<file path="config.mk">
export PLATFORM = sky130hd
export DESIGN_NAME = seg_scan_driver
export DESIGN_NICKNAME = d
export VERILOG_FILES = /design/src/rtl/seg_scan_driver_pkg.sv /design/src/rtl/seg_char_decode.sv /design/src/rtl/seg_scan_driver.sv
export SDC_FILE = /design/constraint.sdc
export NUM_CORES = 1
export LEC_CHECK = 0
export CAP_MARGIN = 20
export CORE_AREA = 5 5 105 107
export CTS_BUF_LIST = sky130_fd_sc_hd__clkbuf_16
export DETAILED_ROUTE_END_ITERATION = 10
export DIE_AREA = 0 0 110 112
export PLACE_DENSITY = 0.57
export SYNTH_ARGS = -nofsm -noshare
export SYNTH_HDL_FRONTEND = slang
export SYNTH_HIERARCHICAL = 1
export SYNTH_SLANG_ARGS = --single-unit
</file>
<file path="constraint.sdc">
create_clock -name clk -period 3.7 [get_ports clk]
set_input_delay 0.555 -clock clk [delete_from_list [all_inputs] [get_ports clk]]
set_output_delay 0.555 -clock clk [all_outputs]
set_load 0.01 [all_outputs]
</file>
<file path="src/rtl/seg_scan_driver_pkg.sv">
// Shared constants for the 7-segment scan engine: character codes,
// digit-select patterns, FSM state encoding and the segment glyph values.
package seg_scan_driver_pkg;

   // FSM state encoding
   typedef enum logic [1:0] {
      ST_IDLE  = 2'd0,
      ST_BLANK = 2'd1,
      ST_SHOW  = 2'd2
   } scan_state_t;

   // Character codes: 0-15 hex, 16-35 letters G..Z, then punctuation
   localparam logic [5:0] CH_HEX_0   = 6'd0;
   localparam logic [5:0] CH_HEX_F   = 6'd15;
   localparam logic [5:0] CH_LET_G   = 6'd16;
   localparam logic [5:0] CH_LET_Z   = 6'd35;
   localparam logic [5:0] CH_DASH    = 6'd36;
   localparam logic [5:0] CH_UNDER   = 6'd37;
   localparam logic [5:0] CH_DP      = 6'd62;
   localparam logic [5:0] CH_BLANK   = 6'd63;
   localparam logic [5:0] CH_SPACE   = CH_BLANK;

   // Segment patterns {dp,g,f,e,d,c,b,a}
   localparam logic [7:0] SEG_OFF    = 8'h00;

   // Digit select: ch0..ch7 are one-hot, ch8 is all digits off
   localparam logic [7:0] DIG_OFF    = 8'h00;

   function automatic logic [7:0] dig_onehot(input logic [2:0] idx);
      return 8'h01 << idx;
   endfunction

endpackage

</file>
<file path="src/rtl/seg_char_decode.sv">
// Combinational character-code to segment-pattern lookup.
// Letters 16-35 map to G..Z using the usual 7-segment approximations.
module seg_char_decode
   import seg_scan_driver_pkg::*;
(
   input  logic [5:0] code,
   output logic [7:0] seg
);

   // Table lookup; anything not listed decodes to all segments off
   always_comb begin
      seg = SEG_OFF;
      case (code)
         6'd0:  seg = 8'h3F;   // 0
         6'd1:  seg = 8'h06;   // 1
         6'd2:  seg = 8'h5B;   // 2
         6'd3:  seg = 8'h4F;   // 3
         6'd4:  seg = 8'h66;   // 4
         6'd5:  seg = 8'h6D;   // 5
         6'd6:  seg = 8'h7D;   // 6
         6'd7:  seg = 8'h07;   // 7
         6'd8:  seg = 8'h7F;   // 8
         6'd9:  seg = 8'h6F;   // 9
         6'd10: seg = 8'h77;   // A
         6'd11: seg = 8'h7C;   // b
         6'd12: seg = 8'h39;   // C
         6'd13: seg = 8'h5E;   // d
         6'd14: seg = 8'h79;   // E
         6'd15: seg = 8'h71;   // F
         6'd16: seg = 8'h3D;   // G
         6'd17: seg = 8'h76;   // H
         6'd18: seg = 8'h30;   // I
         6'd19: seg = 8'h1E;   // J
         6'd20: seg = 8'h75;   // K
         6'd21: seg = 8'h38;   // L
         6'd22: seg = 8'h37;   // M
         6'd23: seg = 8'h54;   // n
         6'd24: seg = 8'h5C;   // o
         6'd25: seg = 8'h73;   // P
         6'd26: seg = 8'h67;   // q
         6'd27: seg = 8'h50;   // r
         6'd28: seg = 8'h6D;   // S
         6'd29: seg = 8'h78;   // t
         6'd30: seg = 8'h3E;   // U
         6'd31: seg = 8'h1C;   // v
         6'd32: seg = 8'h2A;   // W
         6'd33: seg = 8'h49;   // X
         6'd34: seg = 8'h6E;   // y
         6'd35: seg = 8'h5B;   // Z
         6'd36: seg = 8'h40;   // '-'
         6'd37: seg = 8'h08;   // '_'
         6'd62: seg = 8'h80;   // decimal point only
         default: seg = SEG_OFF;
      endcase
   end

endmodule

</file>
<file path="src/rtl/seg_scan_driver.sv">
// Time-multiplexed 8-digit 7-segment scan engine.
// Each slot is DIV cycles: BLANK_CYC dark cycles, then the digit is shown.
// Optional digit blinking is built only when SEG_BLINK_EN is defined.
module seg_scan_driver
   import seg_scan_driver_pkg::*;
#(
   parameter int DIV       = 100000,
   parameter int BLANK_CYC = 1000,
   parameter int BLINK_FRM = 125
) (
   input  logic        clk,
   input  logic        rst_n,
   input  logic        en,
   input  logic [47:0] char_vec,
   input  logic [7:0]  dig_en,
   input  logic [7:0]  blink_mask,
   output logic [7:0]  seg,
   output logic [7:0]  dig_sel,
   output logic [2:0]  scan_idx,
   output logic        frame_tick
);

   localparam int            CW         = $clog2(DIV);
   localparam logic [CW-1:0] LAST_BLANK = CW'(BLANK_CYC - 1);
   localparam logic [CW-1:0] LAST_SHOW  = CW'(DIV - 1);

   scan_state_t    state;
   logic [CW-1:0]  cnt;
   logic [5:0]     code_q;
   logic [7:0][5:0] chars;
   logic [5:0]     dec_code;
   logic [7:0]     dec_seg;
   logic [7:0]     show_sel;
   logic           blink_hide;
   logic           slot_end;

   assign chars    = char_vec;
   // During BLANK the decoder looks at the live code so the first SHOW cycle
   // already has the right pattern; afterwards it only sees the latched code.
   assign dec_code = (state == ST_BLANK) ? chars[scan_idx] : code_q;
   assign slot_end = (state == ST_SHOW) && (cnt == LAST_SHOW);
   assign show_sel = (dig_en[scan_idx] && !blink_hide) ? dig_onehot(scan_idx) : DIG_OFF;

   seg_char_decode u_dec (
      .code (dec_code),
      .seg  (dec_seg)
   );

   // Scan FSM; outputs are registered alongside the state they belong to
   always_ff @(posedge clk or negedge rst_n) begin
      if (!rst_n) begin
         state      <= ST_IDLE;
         cnt        <= '0;
         scan_idx   <= '0;
         code_q     <= '0;
         seg        <= SEG_OFF;
         dig_sel    <= DIG_OFF;
         frame_tick <= 1'b0;
      end else if (!en) begin
         state      <= ST_IDLE;
         cnt        <= '0;
         scan_idx   <= '0;
         seg        <= SEG_OFF;
         dig_sel    <= DIG_OFF;
         frame_tick <= 1'b0;
      end else begin
         frame_tick <= 1'b0;
         case (state)
            ST_IDLE: begin
               state   <= ST_BLANK;
               cnt     <= '0;
               seg     <= SEG_OFF;
               dig_sel <= DIG_OFF;
            end
            ST_BLANK: begin
               cnt <= cnt + 1'b1;
               if (cnt == LAST_BLANK) begin
                  state   <= ST_SHOW;
                  code_q  <= chars[scan_idx];
                  seg     <= dec_seg;
                  dig_sel <= show_sel;
               end else begin
                  seg     <= SEG_OFF;
                  dig_sel <= DIG_OFF;
               end
            end
            ST_SHOW: begin
               if (slot_end) begin
                  state      <= ST_BLANK;
                  cnt        <= '0;
                  scan_idx   <= scan_idx + 1'b1;
                  frame_tick <= (scan_idx == 3'd7);
                  seg        <= SEG_OFF;
                  dig_sel    <= DIG_OFF;
               end else begin
                  cnt     <= cnt + 1'b1;
                  seg     <= dec_seg;
                  dig_sel <= show_sel;
               end
            end
            default: begin
               state   <= ST_IDLE;
               seg     <= SEG_OFF;
               dig_sel <= DIG_OFF;
            end
         endcase
      end
   end

`ifdef SEG_BLINK_EN
   localparam int FW = $clog2(BLINK_FRM + 1);

   logic          blink_ph;
   logic [FW-1:0] frm_cnt;

   assign blink_hide = blink_ph & blink_mask[scan_idx];

   // Blink phase flips after every BLINK_FRM completed frames
   always_ff @(posedge clk or negedge rst_n) begin
      if (!rst_n) begin
         blink_ph <= 1'b0;
         frm_cnt  <= '0;
      end else if (!en) begin
         blink_ph <= 1'b0;
         frm_cnt  <= '0;
      end else if (slot_end && (scan_idx == 3'd7)) begin
         if (frm_cnt == FW'(BLINK_FRM - 1)) begin
            frm_cnt  <= '0;
            blink_ph <= ~blink_ph;
         end else begin
            frm_cnt  <= frm_cnt + 1'b1;
         end
      end
   end
`else
   logic unused_blink;

   assign blink_hide   = 1'b0;
   assign unused_blink = ^{blink_mask, BLINK_FRM};
`endif

endmodule
</file>
==> qor.txt <==
Maximum number of pins on one net before global-route repair: 46
Relative max-transition margin: 0.591
Proportion of synthesized flip-flops having asynchronous set or reset: 1.00
Number of buffer cells added on primary ports: 78
Total power of the final layout: 0.00139 W
Dominant delay contributor by cell family on the critical path: multiplexers
Row Count: 37
Capture instance of the worst register-to-register path: seg[3]
Sum of routed wire length over all layers: 8.54 mm
Syn-to-layout area delta: 31.1%
Gate count after technology mapping: 360
Post-synth net total: 445
Antenna Diode Count: 0
Number of buffers created by CTS: 5
Number of vias in the routed layout: 2959
Crit. End Element: register
Core area: 10000 µm²
GRT overflow: 0
Die area: 12300 µm²
DR DRC count: 0
Count of hold-fix buffers inserted at cts: 0
Count of cells along the worst register-to-register path: 10
TritonCTS clock tree: built
Setup repair after global routing missed its margin: false
Setup Crit Path Kind: reg -> reg
Critical R2R Launch: scan_idx[0]
Flop and latch count out of synthesis: 45
Maximum vdd ir drop: 0.184 mV
Drt pass-1 iters: 4
Actual slew at the worst max-slew pin: 614 ps
Average cell area after synthesis: 9.48 µm²
Mapped cell area: 3410 µm²
Required time of the worst setup path: 3840 ps
Number of endpoints with negative hold slack in the final report: 0
Global placement routability congestion: 0.854
Initial antenna violation count: 0
Longest Clk Path Bufs: 2
Number of cells in the finished layout apart from fillers: 571
Number of gates resized after CTS: 0
Critical Path, Cell by Cell: mux4_2, mux2i_1, a21oi_1, inv_1, ha_1, nor2_1, nand4b_1, o31ai_1, a221o_1, nor2b_1
Buffer and inverter count on the worst path: 1
Standard cell with the maximum stage delay on the critical path: sky130_fd_sc_hd__dfrtp_1
Via-to-Cell Ratio: 5.18
Final count of negative-setup-slack endpoints: 0
Count of pins over their slew limit: 0
Register clock-pin slew on the reported worst setup and hold paths: 70 ps
Final ANT Viol Nets: 0
Worst slack at placement: 344 ps
FF-to-FF setup slack: 580 ps
Number of DRC violations after detailed-routing iteration 0: 148
Pleak: 1.81 nW
Starting density of the core: 0.340
Startpoint class of the critical path: register
Clock Sink Count: 45
Storage element area: 1130 µm²
Sum of negative setup slack: 0 ps
Setup Skew: 6.78 ps
Largest fanout on the critical path: 11
Buffers inserted by post-CTS timing repair: 0
Number of instances in the placed design: 561
Result of the run: finished clean
HPWL Detailed: 6.55 mm
Vias in the first global route: 3055
Number of unique standard cell types used by synthesis: 68
Nets@finish: 519
Shortest period the worst path allows: 3120 ps
FMAX: 0.321 GHz
Clock tree root driver cell: sky130_fd_sc_hd__clkbuf_16
Die W: 110 µm
Fillers: 985
Maximum Capacitance Violations: 0
Number of enable flip-flop cells after synthesis: 0
I/O pin count: 87
Avg WL per Cell: 15.0 µm
Sequential cell area fraction in the yosys report: 0.330
Dominant synthesized flop cell: sky130_fd_sc_hd__dfrtp_1
Clock latency of the later-clocked register in the worst-skew pair: 280 ps
Final hold slack: 226 ps
Fraction of final layout cells with drive strength greater than 1: 0.126
Worst stage delay on the critical path: 730 ps
GRT Util Overall: 0.144
Path type of the worst min-delay path: in -> async
Final worst-path setup slack: 582 ps
Multi-input gate area in the final layout: 2090 µm²
Arr. time, crit path: 3260 ps
Wire length of the first global-routing pass: 14.5 mm
Final Cycle Share: 0.843
Yosys Warn Count: 6
Die span in y: 112 µm
Clock H-tree levels: 2
Power density relative to cell area: 311 nW/µm²
## final cells by class
type                    count  share of cell area
multi-input cells         279               0.466
flip-flops and latches     45               0.252
repair buffers             88               0.195
well taps                 136              0.0380
clock buffers               5              0.0280
inverters                  15              0.0126
clock inverters             3             0.00923
## worst reg2reg max path, cell delays in order, from the launching register on
cell	delay [ps]
sky130_fd_sc_hd__dfrtp_1	730
sky130_fd_sc_hd__mux4_2	580
sky130_fd_sc_hd__mux2i_1	190
sky130_fd_sc_hd__a21oi_1	200
sky130_fd_sc_hd__inv_1	190
sky130_fd_sc_hd__ha_1	330
sky130_fd_sc_hd__nor2_1	180
sky130_fd_sc_hd__nand4b_1	140
sky130_fd_sc_hd__o31ai_1	70
sky130_fd_sc_hd__a221o_1	250
sky130_fd_sc_hd__nor2b_1	130
## layout by cell type, fill, tap and decap left out, types with 6 or more instances in the layout
| cell type | count |
|---|---|
| sky130_fd_sc_hd__a21oi_1 | 18 |
| sky130_fd_sc_hd__nand2_1 | 30 |
| sky130_fd_sc_hd__nor3b_1 | 6 |
| sky130_fd_sc_hd__nand2b_1 | 7 |
| sky130_fd_sc_hd__dfrtp_1 | 45 |
| sky130_fd_sc_hd__and3_1 | 6 |
| sky130_fd_sc_hd__o21ai_0 | 29 |
| sky130_fd_sc_hd__nor2b_1 | 11 |
| sky130_fd_sc_hd__nor2_1 | 29 |
| sky130_fd_sc_hd__nand3_1 | 15 |
| sky130_fd_sc_hd__buf_4 | 8 |
| sky130_fd_sc_hd__ha_1 | 18 |
| sky130_fd_sc_hd__nor3_1 | 7 |
| sky130_fd_sc_hd__clkdlybuf4s50_1 | 77 |
| sky130_fd_sc_hd__inv_1 | 13 |
| sky130_fd_sc_hd__mux4_2 | 14 |
| sky130_fd_sc_hd__mux2i_1 | 10 |
## registers in the layout (all words and copies together) (netlist names)
signal	cells
cnt	17
code_q	6
dig_sel	8
frame_tick	1
scan_idx	3
seg	8
state	2
## worst max-delay path by stage
stage | depth (start not counted) | end | startpoint
final | 10 | seg[3] | scan_idx[0]
after global routing | 10 | seg[3] | scan_idx[0]
after CTS | 10 | seg[3] | scan_idx[0]
after detailed placement | 11 | seg[3] | char_vec[19]
after global placement | 9 | seg[0] | char_vec[9]
after floorplan | 12 | seg[3] | scan_idx[0]
## cells in the mapped netlist, types with 2 or more instances
cell / instances / area, µm²
sky130_fd_sc_hd__nand2b_1: 7 / 43.8
sky130_fd_sc_hd__mux2_2: 2 / 22.5
sky130_fd_sc_hd__nor4b_1: 2 / 17.5
sky130_fd_sc_hd__or3_2: 2 / 15.0
sky130_fd_sc_hd__buf_2: 8 / 40.0
sky130_fd_sc_hd__o21ai_0: 29 / 145
sky130_fd_sc_hd__nor2b_1: 11 / 68.8
sky130_fd_sc_hd__o211ai_1: 2 / 15.0
sky130_fd_sc_hd__and2_1: 5 / 31.3
sky130_fd_sc_hd__nor2_1: 29 / 109
sky130_fd_sc_hd__dfrtp_1: 45 / 1130
sky130_fd_sc_hd__xnor2_1: 4 / 35.0
sky130_fd_sc_hd__and3_1: 6 / 37.5
sky130_fd_sc_hd__clkbuf_1: 6 / 22.5
sky130_fd_sc_hd__a211oi_1: 3 / 22.5
sky130_fd_sc_hd__nand2_1: 30 / 113
sky130_fd_sc_hd__nor3b_1: 6 / 45.0
sky130_fd_sc_hd__a22o_1: 2 / 17.5
sky130_fd_sc_hd__ha_1: 18 / 225
sky130_fd_sc_hd__o21a_1: 2 / 15.0
sky130_fd_sc_hd__o21ai_2: 4 / 35.0
sky130_fd_sc_hd__a21o_1: 5 / 37.5
sky130_fd_sc_hd__inv_1: 13 / 48.8
sky130_fd_sc_hd__mux2i_1: 10 / 100
sky130_fd_sc_hd__nor3_1: 7 / 35.0
sky130_fd_sc_hd__a21oi_1: 19 / 95.1
sky130_fd_sc_hd__buf_6: 3 / 33.8
sky130_fd_sc_hd__or4b_1: 2 / 20.0
sky130_fd_sc_hd__a221oi_1: 2 / 17.5
sky130_fd_sc_hd__inv_2: 2 / 7.51
sky130_fd_sc_hd__nand4_1: 5 / 31.3
sky130_fd_sc_hd__mux4_2: 14 / 315
sky130_fd_sc_hd__nand3_1: 15 / 75.1
sky130_fd_sc_hd__a31oi_1: 2 / 12.5
sky130_fd_sc_hd__a21boi_0: 2 / 15.0
sky130_fd_sc_hd__nor4_1: 4 / 25.0
## report_power, final
group	internal (W)	switching, W
sequential	0.000499	0.00000855
clock	0.000316	0.000190
combinational	0.000189	0.000187
## logic make-up after synthesis
logic type	share of synthesized area
DFF	0.330
buffers and inverters	0.0601
xor gates and xnor gates	0.0103
adders and majority gates	0.0660
AOI/OAI and AO/OA	0.168
and+or+nand+nor	0.233
muxes	0.133
## metrics by stage
stage               cell area (µm²)   util
finish                         4480  0.446
global route                   4480  0.446
CTS                            4440  0.442
detailed placement             4270  0.425
global placement               4270  0.425
floorplan                      3410      -
## layer usage
metal	GRT usage	up-vias	routed length, µm
li1	-	1468	-
met1	0.191	1386	3850
met5	0	-	0
met2	0.229	103	3900
met3	0.0522	2	755
met4	0.0183	0	33
Power figures use the tool's default switching activity.
